--- config.mk ---
export PLATFORM = sky130hd
export DESIGN_NAME = uart_tx_scheduler_flat
export DESIGN_NICKNAME = d
export VERILOG_FILES = /design/src/rtl/uart_pkg.sv /design/src/rtl/uart_tx_scheduler_if.sv /design/src/rtl/uart_rr_arbiter.sv /design/src/rtl/uart_tx_scheduler.sv /design/src/flat_wrapper.sv
export SDC_FILE = /design/constraint.sdc
export NUM_CORES = 1
export LEC_CHECK = 0
export ABC_AREA = 1
export CORE_ASPECT_RATIO = 2
export CORE_MARGIN = 2
export CORE_UTILIZATION = 40
export DETAILED_ROUTE_END_ITERATION = 12
export PLACE_DENSITY = 0.67
export SYNTH_ARGS = -nofsm -noshare
export SYNTH_HDL_FRONTEND = slang
export SYNTH_SLANG_ARGS = --single-unit
--- constraint.sdc ---
create_clock -name clk -period 1.9 [get_ports clk]
set_input_delay 0.19 -clock clk [delete_from_list [all_inputs] [get_ports clk]]
set_output_delay 0.19 -clock clk [all_outputs]
set_load 0.005 [all_outputs]
--- src/rtl/uart_pkg.sv ---
// Shared types and defaults for the UART transmit scheduler.
// Holds the FSM state encoding and the default sizing constants.
package uart_pkg;

    typedef enum logic [1:0] {
        IDLE  = 2'd0,
        START = 2'd1,
        WAIT  = 2'd2
    } tx_state_e;

    localparam int DEF_N_REQ       = 4;
    localparam int DEF_DATA_W      = 8;
    localparam int DEF_TIMEOUT_CYC = 60000;

    // Index width that stays legal even for a single-entry table.
    function automatic int idx_w(input int n);
        return (n > 1) ? $clog2(n) : 1;
    endfunction

endpackage

--- src/rtl/uart_tx_scheduler_if.sv ---
// Requester/engine bundle for uart_tx_scheduler.
// master = requesters plus transmit engine, slave = the scheduler.
interface uart_tx_scheduler_if #(
    parameter int N_REQ  = uart_pkg::DEF_N_REQ,
    parameter int DATA_W = uart_pkg::DEF_DATA_W
);
    import uart_pkg::*;

    localparam int IDX_W = idx_w(N_REQ);

    logic [N_REQ-1:0]             req;
    logic [N_REQ-1:0][DATA_W-1:0] req_data;
    logic [N_REQ-1:0]             ack;
    logic [DATA_W-1:0]            tx_data;
    logic                         tx_start;
    logic                         tx_done;
    logic [IDX_W-1:0]             grant_id;
    logic                         busy;
    logic                         err_timeout;

    modport master (
        output req, req_data, tx_done,
        input  ack, tx_data, tx_start, grant_id, busy, err_timeout
    );

    modport slave (
        input  req, req_data, tx_done,
        output ack, tx_data, tx_start, grant_id, busy, err_timeout
    );

endinterface

--- src/rtl/uart_rr_arbiter.sv ---
// Combinational rotating-priority select: the first requester at or after
// ptr wins, wrapping to the lowest index when nothing sits above ptr.
module uart_rr_arbiter
    import uart_pkg::*;
#(
    parameter int N_REQ = DEF_N_REQ,
    parameter int IDX_W = idx_w(N_REQ)
) (
    input  logic [N_REQ-1:0] req,
    input  logic [IDX_W-1:0] ptr,
    output logic [N_REQ-1:0] gnt,
    output logic [IDX_W-1:0] gnt_idx
);

    logic [N_REQ-1:0] hi_mask;
    logic [N_REQ-1:0] req_hi;
    logic [N_REQ-1:0] pick_src;

    always_comb begin
        hi_mask = '0;
        for (int i = 0; i < N_REQ; i++) begin
            hi_mask[i] = (i >= int'(ptr));
        end
        req_hi   = req & hi_mask;
        pick_src = (|req_hi) ? req_hi : req;
        // Isolate the lowest set bit of the chosen half.
        gnt      = pick_src & (~pick_src + 1'b1);
        gnt_idx  = '0;
        for (int i = N_REQ - 1; i >= 0; i--) begin
            if (gnt[i]) gnt_idx = IDX_W'(i);
        end
    end

endmodule

--- src/rtl/uart_tx_scheduler.sv ---
// Shares one UART transmit engine among N_REQ byte producers, one byte per
// grant, with a watchdog that abandons frames the engine never completes.
module uart_tx_scheduler
    import uart_pkg::*;
#(
    parameter int N_REQ       = DEF_N_REQ,
    parameter int DATA_W      = DEF_DATA_W,
    parameter int TIMEOUT_CYC = DEF_TIMEOUT_CYC
) (
    input  logic               clk,
    input  logic               rst,
    uart_tx_scheduler_if.slave bus
);

    localparam int               IDX_W    = idx_w(N_REQ);
    localparam int               CNT_W    = $clog2(TIMEOUT_CYC + 1);
    localparam logic [CNT_W-1:0] CNT_LAST = CNT_W'(TIMEOUT_CYC - 1);

    tx_state_e         state_q, state_d;
    logic [IDX_W-1:0]  ptr_q, ptr_d;
    logic [IDX_W-1:0]  grant_q, grant_d;
    logic [IDX_W-1:0]  ptr_inc;
    logic [IDX_W-1:0]  win_idx;
    logic [N_REQ-1:0]  win_oh;
    logic [N_REQ-1:0]  ack_q, ack_d;
    logic [DATA_W-1:0] data_q, data_d;
    logic [CNT_W-1:0]  cnt_q, cnt_d;
    logic              start_q, start_d;
    logic              err_q, err_d;
    logic              busy_q;
    logic              any_req;

    uart_rr_arbiter #(
        .N_REQ (N_REQ),
        .IDX_W (IDX_W)
    ) u_arb (
        .req     (bus.req),
        .ptr     (ptr_q),
        .gnt     (win_oh),
        .gnt_idx (win_idx)
    );

    assign any_req = |bus.req;
    // Next round starts just past whoever was served, whether it finished or timed out.
    assign ptr_inc = (grant_q == IDX_W'(N_REQ - 1)) ? '0 : grant_q + 1'b1;

    always_comb begin
        state_d = state_q;
        ptr_d   = ptr_q;
        grant_d = grant_q;
        data_d  = data_q;
        cnt_d   = cnt_q;
        ack_d   = '0;
        start_d = 1'b0;
        err_d   = 1'b0;
        case (state_q)
            IDLE: begin
                if (any_req) begin
                    state_d = START;
                    grant_d = win_idx;
                    data_d  = bus.req_data[win_idx];
                    ack_d   = win_oh;
                    start_d = 1'b1;
                end
            end
            START: begin
                state_d = WAIT;
                cnt_d   = '0;
            end
            WAIT: begin
                cnt_d = cnt_q + 1'b1;
                // A completion on the last allowed cycle still counts as success.
                if (bus.tx_done || cnt_q == CNT_LAST) begin
                    state_d = IDLE;
                    ptr_d   = ptr_inc;
                    err_d   = ~bus.tx_done;
                    cnt_d   = '0;
                end
            end
            default: state_d = IDLE;
        endcase
    end

    always_ff @(posedge clk or negedge rst) begin
        if (!rst) begin
            state_q <= IDLE;
            ptr_q   <= '0;
            grant_q <= '0;
            data_q  <= '0;
            cnt_q   <= '0;
            ack_q   <= '0;
            start_q <= 1'b0;
            err_q   <= 1'b0;
            busy_q  <= 1'b0;
        end else begin
            state_q <= state_d;
            ptr_q   <= ptr_d;
            grant_q <= grant_d;
            data_q  <= data_d;
            cnt_q   <= cnt_d;
            ack_q   <= ack_d;
            start_q <= start_d;
            err_q   <= err_d;
            busy_q  <= (state_d != IDLE);
        end
    end

    assign bus.ack         = ack_q;
    assign bus.tx_data     = data_q;
    assign bus.tx_start    = start_q;
    assign bus.grant_id    = grant_q;
    assign bus.busy        = busy_q;
    assign bus.err_timeout = err_q;

endmodule
--- src/flat_wrapper.sv ---
// flat-port wrapper written by rule: the top's interface ports become plain ports
module uart_tx_scheduler_flat import uart_pkg::*;
#(
    parameter int N_REQ       = DEF_N_REQ,
    parameter int DATA_W      = DEF_DATA_W,
    parameter int TIMEOUT_CYC = DEF_TIMEOUT_CYC
)
  (clk, rst, bus_req, bus_req_data, bus_tx_done, bus_ack, bus_tx_data, bus_tx_start, bus_grant_id, bus_busy, bus_err_timeout);
  uart_tx_scheduler_if #(.N_REQ(N_REQ), .DATA_W(DATA_W)) bus_i ();
  input  logic clk;
  input  logic rst;
  input wire logic [$bits(bus_i.req)-1:0] bus_req;
  input wire logic [$bits(bus_i.req_data)-1:0] bus_req_data;
  input wire logic [$bits(bus_i.tx_done)-1:0] bus_tx_done;
  output wire logic [$bits(bus_i.ack)-1:0] bus_ack;
  output wire logic [$bits(bus_i.tx_data)-1:0] bus_tx_data;
  output wire logic [$bits(bus_i.tx_start)-1:0] bus_tx_start;
  output wire logic [$bits(bus_i.grant_id)-1:0] bus_grant_id;
  output wire logic [$bits(bus_i.busy)-1:0] bus_busy;
  output wire logic [$bits(bus_i.err_timeout)-1:0] bus_err_timeout;
  assign bus_i.req = bus_req;
  assign bus_i.req_data = bus_req_data;
  assign bus_i.tx_done = bus_tx_done;
  assign bus_ack = bus_i.ack;
  assign bus_tx_data = bus_i.tx_data;
  assign bus_tx_start = bus_i.tx_start;
  assign bus_grant_id = bus_i.grant_id;
  assign bus_busy = bus_i.busy;
  assign bus_err_timeout = bus_i.err_timeout;
  uart_tx_scheduler #(.N_REQ(N_REQ), .DATA_W(DATA_W), .TIMEOUT_CYC(TIMEOUT_CYC)) u_core (.clk(clk), .rst(rst), .bus(bus_i));
endmodule
==> impl_metrics.env <==
export IMPL_pwr_share_comb_pct=50.7
export IMPL_io_buffer_count=55
export IMPL_finalHoldViolCount=24
export IMPL_mappedNetlistNets=355
export IMPL_hp_class="in -> async"
export IMPL_max_cap_violations=0
export IMPL_hold_slack_ns=-0.00990
export IMPL_seq_power_share_pct=33.5
export IMPL_clock_latency_ns=0.29
export IMPL_dpl_hpwl_um=4330
export IMPL_arrival_ns=1.92
export IMPL_setup_violations=0
export IMPL_power_uw=3370
export IMPL_root_buffer="clkbuf_8"
export IMPL_design_area_mm2=0.00302
export IMPL_final_core_util_pct=55.8
export IMPL_vias=2137
export IMPL_yosys_warnings=0
export IMPL_fin_nets=424
export IMPL_final_antenna_net_count=0
export IMPL_drtPass1Iterations=5
export IMPL_r2r_end="u_core.cnt_q[13]$_DFFE_PN0P_"
export IMPL_dpl_instance_area_mm2=0.00293
export IMPL_setup_tns_ns=0
export IMPL_syn_avg_cell_area_um2=7.24
export IMPL_clk_pin_slew_ns=0.08
export IMPL_rr_startpoint="u_core.state_q[0]$_DFF_PN0_"
export IMPL_max_slew_margin_pct=45.7
export IMPL_critPathLaunchType="flop"
export IMPL_h_tree_depth=2
export IMPL_final_layout_size_suffix_gt1_share_pct=9.74
export IMPL_fin_crit_ns=1.70
export IMPL_p_leak_uw=0.00160
export IMPL_status="finished with violations"
export IMPL_rsz0062_at_grt="false"
export IMPL_die_x_um=57.0
export IMPL_switching_share_pct=39.6
export IMPL_rrSetupSlack_ns=0.20
export IMPL_grt_pass1_vias=2094
export IMPL_ys_seq_area_share_pct=41.2
export IMPL_reg2reg_depth=8
export IMPL_die_area_mm2=0.00627
export IMPL_p_int_uw=2040
export IMPL_drtIter0Drc=98
export IMPL_finalMaxSlewViolations=0
export IMPL_p_switching_uw=1330
export IMPL_clk_path_buf_depth=2
export IMPL_grt_pass1_wl_um=9210
export IMPL_ys_seq_elements=37
export IMPL_wl_um=5340
export IMPL_required_ns=2.12
export IMPL_rows=38
export IMPL_drc_errors=0
export IMPL_cts_tree="done"
export IMPL_overflow=0
export IMPL_stdcell_count=440
export IMPL_grt_start_max_net_pins=38
export IMPL_worstSetupEndpointType="flop"
export IMPL_netlist_area_mm2=0.00225
export IMPL_clock_sinks=37
export IMPL_power_frac_clock_pct=15.8
export IMPL_tightest_slew_ns=0.814
export IMPL_track_usage_pct=19.0
export IMPL_crit_path_max_fanout=4
export IMPL_antenna_found_initial=0
export IMPL_io_pin_count=56
export IMPL_place_congestion=0.880
export IMPL_p_per_area_mw_per_mm2=1110
export IMPL_max_vdd_ir_drop_mv=0.619
export IMPL_dp_cells=432
export IMPL_cts_inserted_buffers=5
export IMPL_period_share_pct=89.6
export IMPL_violations="hold timing"
export IMPL_wl_per_cell_um=12.1
export IMPL_drt_vias_per_instance=4.86
export IMPL_antenna_cells=0
export IMPL_skew_ns=0.00943
export IMPL_dieHeight_um=110
export IMPL_cts_hold_buf=0
export IMPL_crit_type="reg -> reg"
export IMPL_synth_cell_types=26
export IMPL_coreArea_mm2=0.00542
export IMPL_syn_instance_count=310
export IMPL_fmax_mhz=587
export IMPL_syn_to_final_growth_pct=34.7
export IMPL_initial_core_util_pct=41.4
-- how the worst max path moves through the flow --
stage	startpoint	to	slack (ns)
6_report	u_core.state_q[0]$_DFF_PN0_	u_core.cnt_q[13]$_DFFE_PN0P_	0.20
5_1_grt	u_core.state_q[1]$_DFF_PN0_	u_core.cnt_q[13]$_DFFE_PN0P_	0.003
4_1_cts	u_core.state_q[0]$_DFF_PN0_	u_core.cnt_q[15]$_DFFE_PN0P_	0.1
3_5_place_dp	bus_req[3]	u_core.bus.tx_data[6]$_DFFE_PN0P_	0.1
3_3_place_gp	bus_req[3]	u_core.bus.tx_data[5]$_DFFE_PN0P_	0.13
2_1_floorplan	u_core.state_q[0]$_DFF_PN0_	u_core.cnt_q[15]$_DFFE_PN0P_	0.23
-- metrics by stage --
step	hold slack, ns	worst slack [ns]
floorplan	-0.106	0.229
global placement	0.330	0.131
detailed placement	0.331	0.0983
CTS	0.0158	0.0966
global route	0.0438	0.00328
finish	-0.00990	0.198
-- routing by layer --
metal  global-route usage, %  share of wire [%]  up-vias
met5                       0                  0        -
met4                    9.47                2.9        0
met3                    2.68                3.8       10
met2                    37.8                 58       66
met1                    18.1                 35      965
li1                        -                  -     1096
-- flip-flops by register name, summed over array words and instances, names as in the netlist --
| name | flops |
|---|---|
| u_core.bus.ack | 4 |
| u_core.bus.busy | 1 |
| u_core.bus.err_timeout | 1 |
| u_core.bus.grant_id | 2 |
| u_core.bus.tx_data | 8 |
| u_core.bus.tx_start | 1 |
| u_core.cnt_q | 16 |
| u_core.ptr_q | 2 |
| u_core.state_q | 2 |
-- cell families after synthesis --
| group | count (synthesis) | share of synthesized area [%] |
|---|---|---|
| fa+ha+maj | 6 | 3.34 |
| simple gates | 178 | 36.7 |
| compound gates | 18 | 4.51 |
| xor+xnor | 6 | 2.34 |
| buf+inv | 65 | 11.9 |
| flops | 37 | 41.2 |
-- worst max-delay path, stage by stage, from the launching register on --
cell and delay (ns):
dfrtp_1 0.41, inv_1 0.10, ha_1 0.37, nand3_1 0.11, nor3_2 0.15, nand3_1 0.13, nor2_2 0.16, o21ai_0 0.09
a21oi_1 0.12
-- Yosys cell counts, drive strengths merged --
master	n	area share [%]
nor2	25	5.2
nor2b	1	0.28
ha	6	3.3
nor3b	1	0.33
inv	58	9.7
buf	7	2.2
nor3	8	1.8
nand3	44	10
a31oi	2	0.84
nand2	93	17
nand4	6	1.7
o21ai	8	1.8
dfrtp	37	41
a21oi	7	1.6
a211oi	1	0.33
xor2	4	1.6
xnor2	2	0.78
-- power groups by stage --
stage	Combinational, uW	Sequential (uW)	Clock [uW]
floorplan	950	1120	0
global placement	1700	1140	0
detailed placement	1730	1140	0
CTS	1730	1130	544
global route	1940	1150	577
finish	1710	1130	534
-- timing repair --
item	4_1_cts	5_1_grt
gates resized for setup	0	2
buffers inserted	0	0
endpoints found under the setup margin	0	2
-- final cells by class --
type	count	area (um^2)
Fill cell	569	2400
Clock buffer	6	72.6
Inverter	58	218
Timing Repair Buffer	69	663
Sequential cell	37	926
Clock inverter	2	10.0
Tap cell	60	75.1
Multi-Input combinational cell	208	1060
-- placed cells by master, fill, tap and decap left out, types with 2 or more instances in the layout --
| cell | netlist | layout |
|---|---|---|
| buf_4 | 1 | 13 |
| nor3_1 | 8 | 7 |
| clkbuf_8 | 0 | 5 |
| nand3_1 | 41 | 41 |
| xnor2_1 | 2 | 2 |
| nand4_1 | 6 | 6 |
| ha_1 | 6 | 6 |
| nand2_1 | 87 | 87 |
| o21ai_0 | 8 | 8 |
| nand3_2 | 3 | 3 |
| nand2_2 | 3 | 3 |
| clkinv_2 | 0 | 2 |
| a21oi_1 | 7 | 7 |
| clkdlybuf4s50_1 | 0 | 54 |
| dfrtp_1 | 37 | 37 |
| xor2_1 | 4 | 4 |
| nand2_4 | 3 | 3 |
| nor2_1 | 23 | 22 |
| inv_1 | 57 | 57 |
No activity file was read; power rests on OpenSTA's default activity.
